File: src/rtl/uart_pkg.sv
// rtl/uart_pkg.sv - shared UART register map, status bits and packet sender state encoding
package uart_pkg;

    typedef enum logic [1:0] {
        IDLE  = 2'd0,
        POLL  = 2'd1,
        WRITE = 2'd2,
        DONE  = 2'd3
    } state_t;

    // Byte offsets of the RS232 UART IP registers, shared with the receive side
    localparam int UART_RX_BASE     = 0;
    localparam int UART_TX_BASE     = 4;
    localparam int UART_STATUS_BASE = 8;

    localparam int UART_TX_OK_BIT = 6;
    localparam int UART_RX_OK_BIT = 7;

    // SYNC + LEN + payload + optional checksum
    function automatic int frame_len(input int payload_bytes, input int checksum_en);
        return 2 + payload_bytes + ((checksum_en != 0) ? 1 : 0);
    endfunction

endpackage

File: src/rtl/uart_packet_sender_if.sv
// rtl/uart_packet_sender_if.sv - Avalon-MM master bus plus payload handshake of the packet sender
interface uart_packet_sender_if #(
    parameter int PAYLOAD_BYTES = 4
);
    logic [4:0]                   avm_address;
    logic                         avm_read;
    logic [31:0]                  avm_readdata;
    logic                         avm_write;
    logic [31:0]                  avm_writedata;
    logic                         avm_waitrequest;

    logic                         i_valid;
    logic                         o_ready;
    logic [8*PAYLOAD_BYTES-1:0]   i_payload;
    logic                         o_busy;
    logic                         o_done;

    modport master (
        output avm_address, avm_read, avm_write, avm_writedata,
        input  avm_readdata, avm_waitrequest,
        input  i_valid, i_payload,
        output o_ready, o_busy, o_done
    );

    modport slave (
        input  avm_address, avm_read, avm_write, avm_writedata,
        output avm_readdata, avm_waitrequest,
        output i_valid, i_payload,
        input  o_ready, o_busy, o_done
    );
endinterface

File: src/rtl/uart_frame_builder.sv
// rtl/uart_frame_builder.sv - combinational frame byte mux over the latched payload
module uart_frame_builder
    import uart_pkg::*;
#(
    parameter int          PAYLOAD_BYTES = 4,
    parameter logic [7:0]  SYNC_BYTE     = 8'hA5,
    parameter int          CHECKSUM_EN   = 1,
    parameter int          IDX_W         = 3
) (
    input  logic [8*PAYLOAD_BYTES-1:0] payload,
    input  logic [IDX_W-1:0]           index,
    output logic [7:0]                 frame_byte
);

    localparam int FRAME_LEN = frame_len(PAYLOAD_BYTES, CHECKSUM_EN);

    logic [7:0] checksum;

    // Modulo-256 sum of LEN and every payload byte
    always_comb begin
        checksum = 8'(PAYLOAD_BYTES);
        for (int i = 0; i < PAYLOAD_BYTES; i++) begin
            checksum = checksum + payload[8*i +: 8];
        end
    end

    // Payload byte 0 is the most-significant byte of the word
    always_comb begin
        frame_byte = SYNC_BYTE;
        if (index == IDX_W'(1)) begin
            frame_byte = 8'(PAYLOAD_BYTES);
        end
        for (int i = 0; i < PAYLOAD_BYTES; i++) begin
            if (index == IDX_W'(i + 2)) begin
                frame_byte = payload[8*(PAYLOAD_BYTES-1-i) +: 8];
            end
        end
        if ((CHECKSUM_EN != 0) && (index == IDX_W'(FRAME_LEN - 1))) begin
            frame_byte = checksum;
        end
    end

endmodule

File: src/rtl/uart_packet_sender.sv
// rtl/uart_packet_sender.sv - frames a payload word and streams it to the UART over Avalon-MM
module uart_packet_sender
    import uart_pkg::*;
#(
    parameter int          PAYLOAD_BYTES = 4,
    parameter logic [7:0]  SYNC_BYTE     = 8'hA5,
    parameter int          CHECKSUM_EN   = 1,
    parameter int          TX_BASE       = UART_TX_BASE,
    parameter int          STATUS_BASE   = UART_STATUS_BASE,
    parameter int          TX_OK_BIT     = UART_TX_OK_BIT
) (
    input  logic                  avm_clk,
    input  logic                  avm_rst,
    uart_packet_sender_if.master  bus
);

    localparam int               FRAME_LEN   = frame_len(PAYLOAD_BYTES, CHECKSUM_EN);
    localparam int               IDX_W       = $clog2(FRAME_LEN);
    localparam logic [IDX_W-1:0] LAST_IDX    = IDX_W'(FRAME_LEN - 1);
    localparam logic [4:0]       TX_ADDR     = 5'(TX_BASE);
    localparam logic [4:0]       STATUS_ADDR = 5'(STATUS_BASE);

    state_t                     state_q, state_d;
    logic [IDX_W-1:0]           idx_q, idx_d;
    logic [8*PAYLOAD_BYTES-1:0] payload_q, payload_d;
    logic                       read_q, read_d;
    logic                       write_q, write_d;
    logic [4:0]                 addr_q, addr_d;
    logic [31:0]                wdata_q, wdata_d;
    logic                       ready_q, ready_d;
    logic                       busy_q, busy_d;
    logic                       done_q, done_d;
    logic [7:0]                 frame_byte;

    uart_frame_builder #(
        .PAYLOAD_BYTES (PAYLOAD_BYTES),
        .SYNC_BYTE     (SYNC_BYTE),
        .CHECKSUM_EN   (CHECKSUM_EN),
        .IDX_W         (IDX_W)
    ) u_frame_builder (
        .payload    (payload_q),
        .index      (idx_q),
        .frame_byte (frame_byte)
    );

    always_ff @(posedge avm_clk) begin
        if (avm_rst) begin
            state_q   <= IDLE;
            idx_q     <= '0;
            payload_q <= '0;
            read_q    <= 1'b0;
            write_q   <= 1'b0;
            addr_q    <= STATUS_ADDR;
            wdata_q   <= 32'h0;
            ready_q   <= 1'b1;
            busy_q    <= 1'b0;
            done_q    <= 1'b0;
        end else begin
            state_q   <= state_d;
            idx_q     <= idx_d;
            payload_q <= payload_d;
            read_q    <= read_d;
            write_q   <= write_d;
            addr_q    <= addr_d;
            wdata_q   <= wdata_d;
            ready_q   <= ready_d;
            busy_q    <= busy_d;
            done_q    <= done_d;
        end
    end

    // Every bus output is registered, so each branch sets what the bus shows next cycle
    always_comb begin
        state_d   = state_q;
        idx_d     = idx_q;
        payload_d = payload_q;
        read_d    = read_q;
        write_d   = write_q;
        addr_d    = addr_q;
        wdata_d   = wdata_q;
        ready_d   = ready_q;
        busy_d    = busy_q;
        done_d    = 1'b0;

        case (state_q)
            IDLE: begin
                if (bus.i_valid && ready_q) begin
                    payload_d = bus.i_payload;
                    idx_d     = '0;
                    state_d   = POLL;
                    read_d    = 1'b1;
                    addr_d    = STATUS_ADDR;
                    ready_d   = 1'b0;
                    busy_d    = 1'b1;
                end
            end

            POLL: begin
                // TX not ready: leave the read asserted for a back-to-back status read
                if (!bus.avm_waitrequest && bus.avm_readdata[TX_OK_BIT]) begin
                    state_d = WRITE;
                    read_d  = 1'b0;
                    write_d = 1'b1;
                    addr_d  = TX_ADDR;
                    wdata_d = {24'h0, frame_byte};
                end
            end

            WRITE: begin
                if (!bus.avm_waitrequest) begin
                    write_d = 1'b0;
                    addr_d  = STATUS_ADDR;
                    if (idx_q == LAST_IDX) begin
                        state_d = DONE;
                        read_d  = 1'b0;
                        busy_d  = 1'b0;
                        done_d  = 1'b1;
                    end else begin
                        idx_d   = idx_q + 1'b1;
                        state_d = POLL;
                        read_d  = 1'b1;
                    end
                end
            end

            DONE: begin
                state_d = IDLE;
                ready_d = 1'b1;
            end

            default: begin
                state_d = IDLE;
            end
        endcase
    end

    assign bus.avm_address   = addr_q;
    assign bus.avm_read      = read_q;
    assign bus.avm_write     = write_q;
    assign bus.avm_writedata = wdata_q;
    assign bus.o_ready       = ready_q;
    assign bus.o_busy        = busy_q;
    assign bus.o_done        = done_q;

endmodule

File: src/flat_wrapper.sv
// flat-port wrapper written by rule: the top's interface ports become plain ports
module uart_packet_sender_flat import uart_pkg::*;
#(
    parameter int          PAYLOAD_BYTES = 4,
    parameter logic [7:0]  SYNC_BYTE     = 8'hA5,
    parameter int          CHECKSUM_EN   = 1,
    parameter int          TX_BASE       = UART_TX_BASE,
    parameter int          STATUS_BASE   = UART_STATUS_BASE,
    parameter int          TX_OK_BIT     = UART_TX_OK_BIT
)
  (avm_clk, avm_rst, bus_avm_address, bus_avm_read, bus_avm_write, bus_avm_writedata, bus_avm_readdata, bus_avm_waitrequest, bus_i_valid, bus_i_payload, bus_o_ready, bus_o_busy, bus_o_done);
  uart_packet_sender_if #(.PAYLOAD_BYTES(PAYLOAD_BYTES)) bus_i ();
  input  logic avm_clk;
  input  logic avm_rst;
  output wire logic [$bits(bus_i.avm_address)-1:0] bus_avm_address;
  output wire logic [$bits(bus_i.avm_read)-1:0] bus_avm_read;
  output wire logic [$bits(bus_i.avm_write)-1:0] bus_avm_write;
  output wire logic [$bits(bus_i.avm_writedata)-1:0] bus_avm_writedata;
  input wire logic [$bits(bus_i.avm_readdata)-1:0] bus_avm_readdata;
  input wire logic [$bits(bus_i.avm_waitrequest)-1:0] bus_avm_waitrequest;
  input wire logic [$bits(bus_i.i_valid)-1:0] bus_i_valid;
  input wire logic [$bits(bus_i.i_payload)-1:0] bus_i_payload;
  output wire logic [$bits(bus_i.o_ready)-1:0] bus_o_ready;
  output wire logic [$bits(bus_i.o_busy)-1:0] bus_o_busy;
  output wire logic [$bits(bus_i.o_done)-1:0] bus_o_done;
  assign bus_avm_address = bus_i.avm_address;
  assign bus_avm_read = bus_i.avm_read;
  assign bus_avm_write = bus_i.avm_write;
  assign bus_avm_writedata = bus_i.avm_writedata;
  assign bus_i.avm_readdata = bus_avm_readdata;
  assign bus_i.avm_waitrequest = bus_avm_waitrequest;
  assign bus_i.i_valid = bus_i_valid;
  assign bus_i.i_payload = bus_i_payload;
  assign bus_o_ready = bus_i.o_ready;
  assign bus_o_busy = bus_i.o_busy;
  assign bus_o_done = bus_i.o_done;
  uart_packet_sender #(.PAYLOAD_BYTES(PAYLOAD_BYTES), .SYNC_BYTE(SYNC_BYTE), .CHECKSUM_EN(CHECKSUM_EN), .TX_BASE(TX_BASE), .STATUS_BASE(STATUS_BASE), .TX_OK_BIT(TX_OK_BIT)) u_core (.avm_clk(avm_clk), .avm_rst(avm_rst), .bus(bus_i));
endmodule
File: config.mk
export PLATFORM = sky130hd
export DESIGN_NAME = uart_packet_sender_flat
export DESIGN_NICKNAME = d
export VERILOG_FILES = /design/src/rtl/uart_pkg.sv /design/src/rtl/uart_packet_sender_if.sv /design/src/rtl/uart_frame_builder.sv /design/src/rtl/uart_packet_sender.sv /design/src/flat_wrapper.sv
export SDC_FILE = /design/constraint.sdc
export NUM_CORES = 1
export LEC_CHECK = 0
export CORE_ASPECT_RATIO = 1.5
export CORE_MARGIN = 10
export CORE_UTILIZATION = 42
export DETAILED_ROUTE_END_ITERATION = 10
export PLACE_DENSITY = 0.77
export SLEW_MARGIN = 10
export SYNTH_ARGS = -nofsm -noshare
export SYNTH_HDL_FRONTEND = slang
export SYNTH_SLANG_ARGS = --single-unit
export TNS_END_PERCENT = 5
File: constraint.sdc
create_clock -name avm_clk -period 3.05 [get_ports avm_clk]
set_input_delay 0.61 -clock avm_clk [delete_from_list [all_inputs] [get_ports avm_clk]]
set_output_delay 0.61 -clock avm_clk [all_outputs]
set_load 0.02 [all_outputs]
==> impl_metrics.csv, run 1 <==
group,metric,value,unit
logic_synthesis,muxShareOfSynthArea,0.607,%
global_routing,grt_pass1_vias,3011,
sta,max_clock_freq,323,MHz
finish,fin_util,52.7,%
sta,max_slew.worst_pin.slew,535,ps
pwr,p_leak,1.62,nW
sta,slew_violations,0,
worst_setup_path,cpPeakStageDelay,500,ps
logic_synthesis,ys_warn_count,0,
logic_synthesis,ys_ff_latch,52,
worst_setup_path,rr_worst_depth,13,
place,numPortBuffers,51,
clocking,clock_sinks,52,
drt,routedWlPerCell,15.5,um
finish,layout-drive-gt1-share,10.9,%
finish,mostFrequentLayoutCell,"nand2_1",
logic_synthesis,synth_edf_count,0,
clocking,clockRootBuffer,"clkbuf_16",
worst_setup_path,path_common_cell,"inv_2",
logic_synthesis,synth_area_per_cell,8.11,um^2
global_routing,track_usage,14.8,%
global_routing,grt_first_pass_wirelength,14.2,mm
finish,syn2layout_area_growth,22.3,%
drt,ant_nets,0,
sta,relSlewSlack,63.4,%
job,maxCapViolCount,0,
drt,drc,0,
sta,setup_tns,-47.2,ps
logic_synthesis,synth_simple_gate_area_share,15.5,%
worst_setup_path,rrSetupSlack,-50,ps
clocking,clock_latency,290,ps
logic_synthesis,synthCells,407,
pwr,p_per_area,464,nW/um^2
logic_synthesis,synth-xor-area-share,2.65,%
sta,setup_ws,-47.2,ps
logic_synthesis,syn_area,3300,um^2
drt,vias,2867,
clocking,clock_path_buffers,2,
worst_setup_path,r2r_start,"u_core.payload_q[17]",
logic_synthesis,synth_cell_type_count,52,
worst_setup_path,path_max_fanout,2,
drt,drt_wl_total,8.67,mm
place,dp_hpwl,6.58,mm
die,die_w,92.4,um
logic_synthesis,synth_top_family_by_area,"compound AO/OA/AOI/OAI gates",
min_path,hold_class,"reg2reg",
die,die_y,129,um
pwr,ir_worst_vdd,242,uV
clocking,cts_buffers,5,
finish,final_cell_mix,"75 x nand2_1, 56 x a21oi_1, 51 x clkdlybuf4s50_1, 48 x dfxtp_1, 38 x inv_1",
sta,rsz0062_at_grt,"yes",
logic_synthesis,synth_fa_ha_area_share,14.9,%
worst_setup_path,required,3250,ps
place,place_congestion,0.925,
logic_synthesis,async_flop_share,0,%
worst_setup_path,worst_setup_path_start_kind,"register",
clocking,cts_tree,"done",
worst_setup_path,cp_num_buf_inv,4,
worst_setup_path,arrival,3300,ps
sta,hold_viol_final,0,
worst_setup_path,worstSetupPathType,"reg2reg",
die,row_count,39,
worst_setup_path,worstReg2RegEnd,"u_core.bus.avm_writedata[6]",
global_routing,grt_antenna_before_repair,0,
finish,final_nets,555,
min_path,whs_endpoint,"u_core.payload_q[21]",
global_routing,gr-total-overflow,0,
clocking,clkTransAtPathRegs,70,ps
finish,antenna_cells,0,
die,coreArea,7660,um^2
worst_setup_path,crit_slowest_cell,"fa_1",
worst_setup_path,cpLargestDelayFamily,"adder cells",
die,ioPinCount,110,
sta,finalSetupViolCount,1,
drt,drt_iter0_markers,160,
status,status,"complete, but fails checks",
sta,timing.final.crit_share,102,%
sta,skew,5.57,ps
global_routing,grt_max_degree,53,
logic_synthesis,synth-compound-area-share,19.6,%
drt,drt-vias-per-instance,5.13,
worst_setup_path,critPathCaptureType,"register",
worst_setup_path,path_cells,"inv_2 > fa_2 > inv_2 > fa_1 > fa_1 > ha_2 > inv_2 > fa_2 > inv_2 > a21o_1 > a21oi_2 > xor2_1 > a311oi_2",
min_path,hp-start,"u_core.payload_q[21]",
logic_synthesis,yosysSeqAreaShare,31.5,%
logic_synthesis,synthFlopType,"dfxtp_1",
status,violations,"negative setup slack",
die,dieArea,11900,um^2
clocking,htree_levels,2,
die,initial_core_util,43.1,%
drt,drtPass1Iterations,4,
min_path,holdPathStages,2,
sta,period_needed,3100,ps
cell type report:
class	instances	area (um^2)
timing repair buffer	66	648
fill	732	3620
sequential	52	1050
multi-input combinational	288	1890
inverter	43	163
clock buffer	6	129
tap	102	128
clock inverter	2	35.0
per-stage QoR:
| step | hold slack, ps | worst slack (ps) | area [um^2] | cells | power [mW] |
|---|---|---|---|---|---|
| finish | 459 | -47.2 | 4040 | 559 | 1.87 |
| global route | 486 | -191 | 4040 | 559 | 1.97 |
| CTS | 457 | -41.1 | 4030 | 559 | 1.87 |
| detailed placement | 448 | -184 | 3840 | 550 | 1.24 |
| global placement | 446 | -162 | 3840 | 550 | 1.23 |
| floorplan | 436 | 18.1 | 3400 | 433 | 1.10 |
how the worst max path moves through the flow:
stage                                    start                     endpoint  slack (ps)  depth (start not counted)
after floorplan            u_core.payload_q[1]  u_core.bus.avm_writedata[6]          20                         13
after global placement     u_core.payload_q[1]  u_core.bus.avm_writedata[6]        -160                         13
after detailed placement   u_core.payload_q[1]  u_core.bus.avm_writedata[6]        -180                         13
after CTS                 u_core.payload_q[17]  u_core.bus.avm_writedata[6]         -40                         13
after global routing      u_core.payload_q[17]  u_core.bus.avm_writedata[6]        -190                         13
final                     u_core.payload_q[17]  u_core.bus.avm_writedata[6]         -50                         13
flip-flops by register name, summed over array words and instances, names as in the netlist:
signal / flops
u_core.bus.avm_address: 2
u_core.bus.avm_read: 1
u_core.bus.avm_write: 1
u_core.bus.avm_writedata: 8
u_core.bus.o_busy: 1
u_core.bus.o_done: 1
u_core.bus.o_ready: 1
u_core.idx_q: 3
u_core.payload_q: 32
u_core.state_q: 2
logic make-up after synthesis:
| logic type | Yosys count |
|---|---|
| and+or+nand+nor | 116 |
| xor gates and xnor gates | 10 |
| buffers and inverters | 93 |
| DFF | 52 |
| other | 1 |
| adders and majority gates | 31 |
| AOI/OAI and AO/OA | 102 |
| muxes | 2 |
synth_stat cells (all sizes together) (10+ instances only):
| library cell | instances | area share [%] |
|---|---|---|
| nand2 | 75 | 8.5 |
| a21oi | 58 | 8.9 |
| dfxtp | 52 | 32 |
| inv | 42 | 4.8 |
| buf | 40 | 9.0 |
| ha | 17 | 6.4 |
| nor2 | 15 | 1.7 |
| fa | 14 | 8.5 |
| o21ai | 13 | 2.0 |
| clkbuf | 10 | 1.2 |
power by group:
part / switching [mW] / internal [mW] / total [mW]
clock network: 0.249 / 0.386 / 0.635
logic: 0.261 / 0.210 / 0.471
registers: 0.0424 / 0.723 / 0.766
tightest hold or removal path, stage by stage (launching register included):
cell and delay (ps):
dfxtp_1 310, nand2_1 50, a21oi_1 50
per-layer routing:
layer | vias up | global-route usage, % | part of all wire (%)
met3 | 32 | 2.62 | 4.7
li1 | 1378 | - | -
met5 | - | 0 | 0
met4 | 0 | 9.93 | 5.2
met1 | 1357 | 14.5 | 35
met2 | 100 | 27.5 | 55
timing repair:
action / in CTS / in global routing
gates resized for setup: 10 / 3
pin swaps: 9 / 5
setup buffers: 1 / 0
hold buffers: 0 / 0
endpoints found under the setup margin: 5 / 5
(Power assumes the default switching activity.)
==> run 2: changes to the inputs <==
--- a/config.mk
+++ b/config.mk
@@ -13,5 +13,6 @@
 export SLEW_MARGIN = 10
 export SYNTH_ARGS = -nofsm -noshare
 export SYNTH_HDL_FRONTEND = slang
+export SYNTH_HIERARCHICAL = 1
 export SYNTH_SLANG_ARGS = --single-unit
 export TNS_END_PERCENT = 5
==> run 2 against run 1 <==
Effect of this change: the flow still finishes with violations (negative setup slack); global-route usage hardly changed; flip-flop and latch count stayed put; setup slack worse by 44 ps; fmax is 1.4% lower; synthesized area is 0.42% lower; die area is 0.34% lower; critical endpoint is now u_core/bus.avm_writedata[6]; synthesized cell count is 1.7% lower; hold slack worse by 2.4 ps; largest cell class unchanged.
==> impl_metrics.csv, run 2 <==
group,metric,value,unit
clocking,clock_sinks,52,
worst_setup_path,worst_setup_path_start_kind,"register",
sta,max_slew.worst_pin.slew,680,ps
sta,whs,457,ps
finish,syn2layout_area_growth,22.3,%
drt,routedWlPerCell,15.8,um
min_path,holdPathStages,2,
global_routing,grt_first_pass_wirelength,14.1,mm
finish,final_nets,544,
drt,drt-vias-per-instance,5.16,
logic_synthesis,post-synth-top-count-cell,"nand2_1",
logic_synthesis,synth_area_per_cell,8.22,um^2
worst_setup_path,rrSetupSlack,-90,ps
logic_synthesis,synthFlopType,"dfxtp_1",
drt,drt_iter0_markers,169,
clocking,cts_buffers,5,
finish,antenna_cells,0,
finish,regMostFlops,"u_core/payload_q",
status,status,"complete, but fails checks",
worst_setup_path,worstSetupPathType,"reg2reg",
logic_synthesis,ys_warn_count,6,
place,place_area,3800,um^2
global_routing,grt_max_degree,54,
min_path,hold_class,"reg2reg",
sta,timing.final.crit_share,103,%
die,die_y,128,um
job,maxCapViolCount,0,
pwr,p_comb_share,31.1,%
finish,final_area,4020,um^2
clocking,htree_levels,2,
place,pre_cts_ws,-181,ps
logic_synthesis,yosysTopAreaCell,"dfxtp_1",
clocking,clkTransAtPathRegs,70,ps
clocking,clock_latency,300,ps
global_routing,grt_antenna_before_repair,0,
logic_synthesis,ys_ff_latch,52,
sta,skew,8.67,ps
worst_setup_path,rr_worst_depth,14,
finish,fin_cells,551,
logic_synthesis,async_flop_share,0,%
logic_synthesis,synth_edf_count,0,
clocking,clockRootBuffer,"clkbuf_16",
clocking,cts_tree,"done",
sta,rsz0062_at_grt,"yes",
clocking,clock_path_buffers,2,
sta,max_clock_freq,318,MHz
finish,largest_register_ffs,32,
place,place_congestion,0.830,
place,dp_cells,542,
pwr,seqPwrFrac,37.3,%
pwr,ir_worst_vdd,328,uV
die,die_w,92.2,um
sta,slew_violations,0,
logic_synthesis,synthCells,400,
pwr,power,2.16,mW
sta,setup_tns,-128,ps
sta,setup_ws,-90.9,ps
pwr,p_switching,683,uW
finish,final_cell_mix,"85 x nand2_1, 51 x clkdlybuf4s50_1, 48 x a21oi_1, 47 x dfxtp_1, 32 x inv_1",
logic_synthesis,syn_area,3290,um^2
die,ioPinCount,110,
sta,relSlewSlack,54.7,%
place,numPortBuffers,51,
worst_setup_path,arrival,3310,ps
finish,layout-drive-gt1-share,11.8,%
worst_setup_path,path_max_fanout,2,
sta,period_needed,3140,ps
logic_synthesis,synth_area_leaders,"dfxtp_1 32%, nand2_1 9.7%, fa_1 8.5%",
die,dieArea,11800,um^2
sta,finalSetupViolCount,2,
finish,mostFrequentLayoutCell,"nand2_1",
logic_synthesis,yosysTopAreaCellShare,31.7,%
sta,hold_viol_final,0,
logic_synthesis,yosysSeqAreaShare,31.7,%
logic_synthesis,synth_common_cells,"85 x nand2_1, 52 x dfxtp_1, 49 x a21oi_1",
place,dp_hpwl,6.60,mm
global_routing,grt_pass1_vias,2948,
drt,drtPass1Iterations,4,
status,violations,"negative setup slack",
finish,fin_util,52.8,%
worst_setup_path,critPathCaptureType,"register",
die,coreArea,7610,um^2
die,initial_core_util,43.2,%
pwr,swShare,31.7,%
pwr,p_per_area,537,nW/um^2
drt,vias,2845,
global_routing,track_usage,14.7,%
die,row_count,39,
logic_synthesis,synth_cell_type_count,56,
drt,drt_wl_total,8.69,mm
pwr,p_leak,1.60,nW
finish,fillers,756,
drt,ant_nets,0,
global_routing,gr-total-overflow,0,
pwr,p_int,1.47,mW
pwr,clockPowerShare,31.6,%
worst_setup_path,required,3220,ps
drt,drc,0,
run 2: final cells by class:
cell class | count | area [um^2] | share of cell area [%]
repair buffers | 69 | 646 | 16.1
clock buffers | 7 | 153 | 3.80
clock inverters | 1 | 30.0 | 0.747
flip-flops and latches | 52 | 1050 | 26.1
multi-input cells | 282 | 1870 | 46.6
well taps | 102 | 128 | 3.18
inverters | 38 | 143 | 3.55
run 2: path summary, 6_finish.rpt:
path                               start                     endpoint
max                 u_core/payload_q[17]  u_core/bus.avm_writedata[6]
min          u_core/bus.avm_writedata[5]  u_core/bus.avm_writedata[5]
max reg2reg         u_core/payload_q[17]  u_core/bus.avm_writedata[6]
min reg2reg  u_core/bus.avm_writedata[5]  u_core/bus.avm_writedata[5]
run 2: timing repair:
item                                    in CTS  in global routing
endpoints found under the setup margin       4                  5
buffers inserted                             0                  1
gates resized for setup                     10                  3
hold buffers                                 0                  0
pin swaps                                    7                  6
run 2: cell families after synthesis:
logic type | synth area share [%]
xor gates and xnor gates | 2.17
adders and majority gates | 13.9
AOI/OAI and AO/OA | 18.1
muxes | 0.952
DFF | 31.7
other | 0.114
and+or+nand+nor | 17.9
buffers and inverters | 15.3
run 2: power groups by stage:
stage	Combinational [mW]	Clock, mW	Sequential [mW]
after floorplan	0.471	0	0.806
after global placement	0.606	0	0.814
after detailed placement	0.634	0	0.817
after CTS	0.662	0.690	0.804
after global routing	0.747	0.713	0.813
final	0.671	0.681	0.804
run 2: critical path, cell delays in order, from the launching register on:
cell and delay [ps]:
dfxtp_2 330, inv_2 40, fa_2 400, inv_2 70, fa_1 420, fa_1 500
ha_2 200, inv_2 40, fa_2 340, nor2b_1 140, o21a_1 140, o21ai_1 70
a31o_1 210, nand2_1 60, a21oi_1 50
run 2: layer usage:
metal	wire length, um	track usage [%]	vias to the layer above
met1	3190	14.5	1352
met4	364	8.20	0
met3	401	3.32	25
li1	-	-	1373
met5	0	0	-
met2	4740	27.7	95
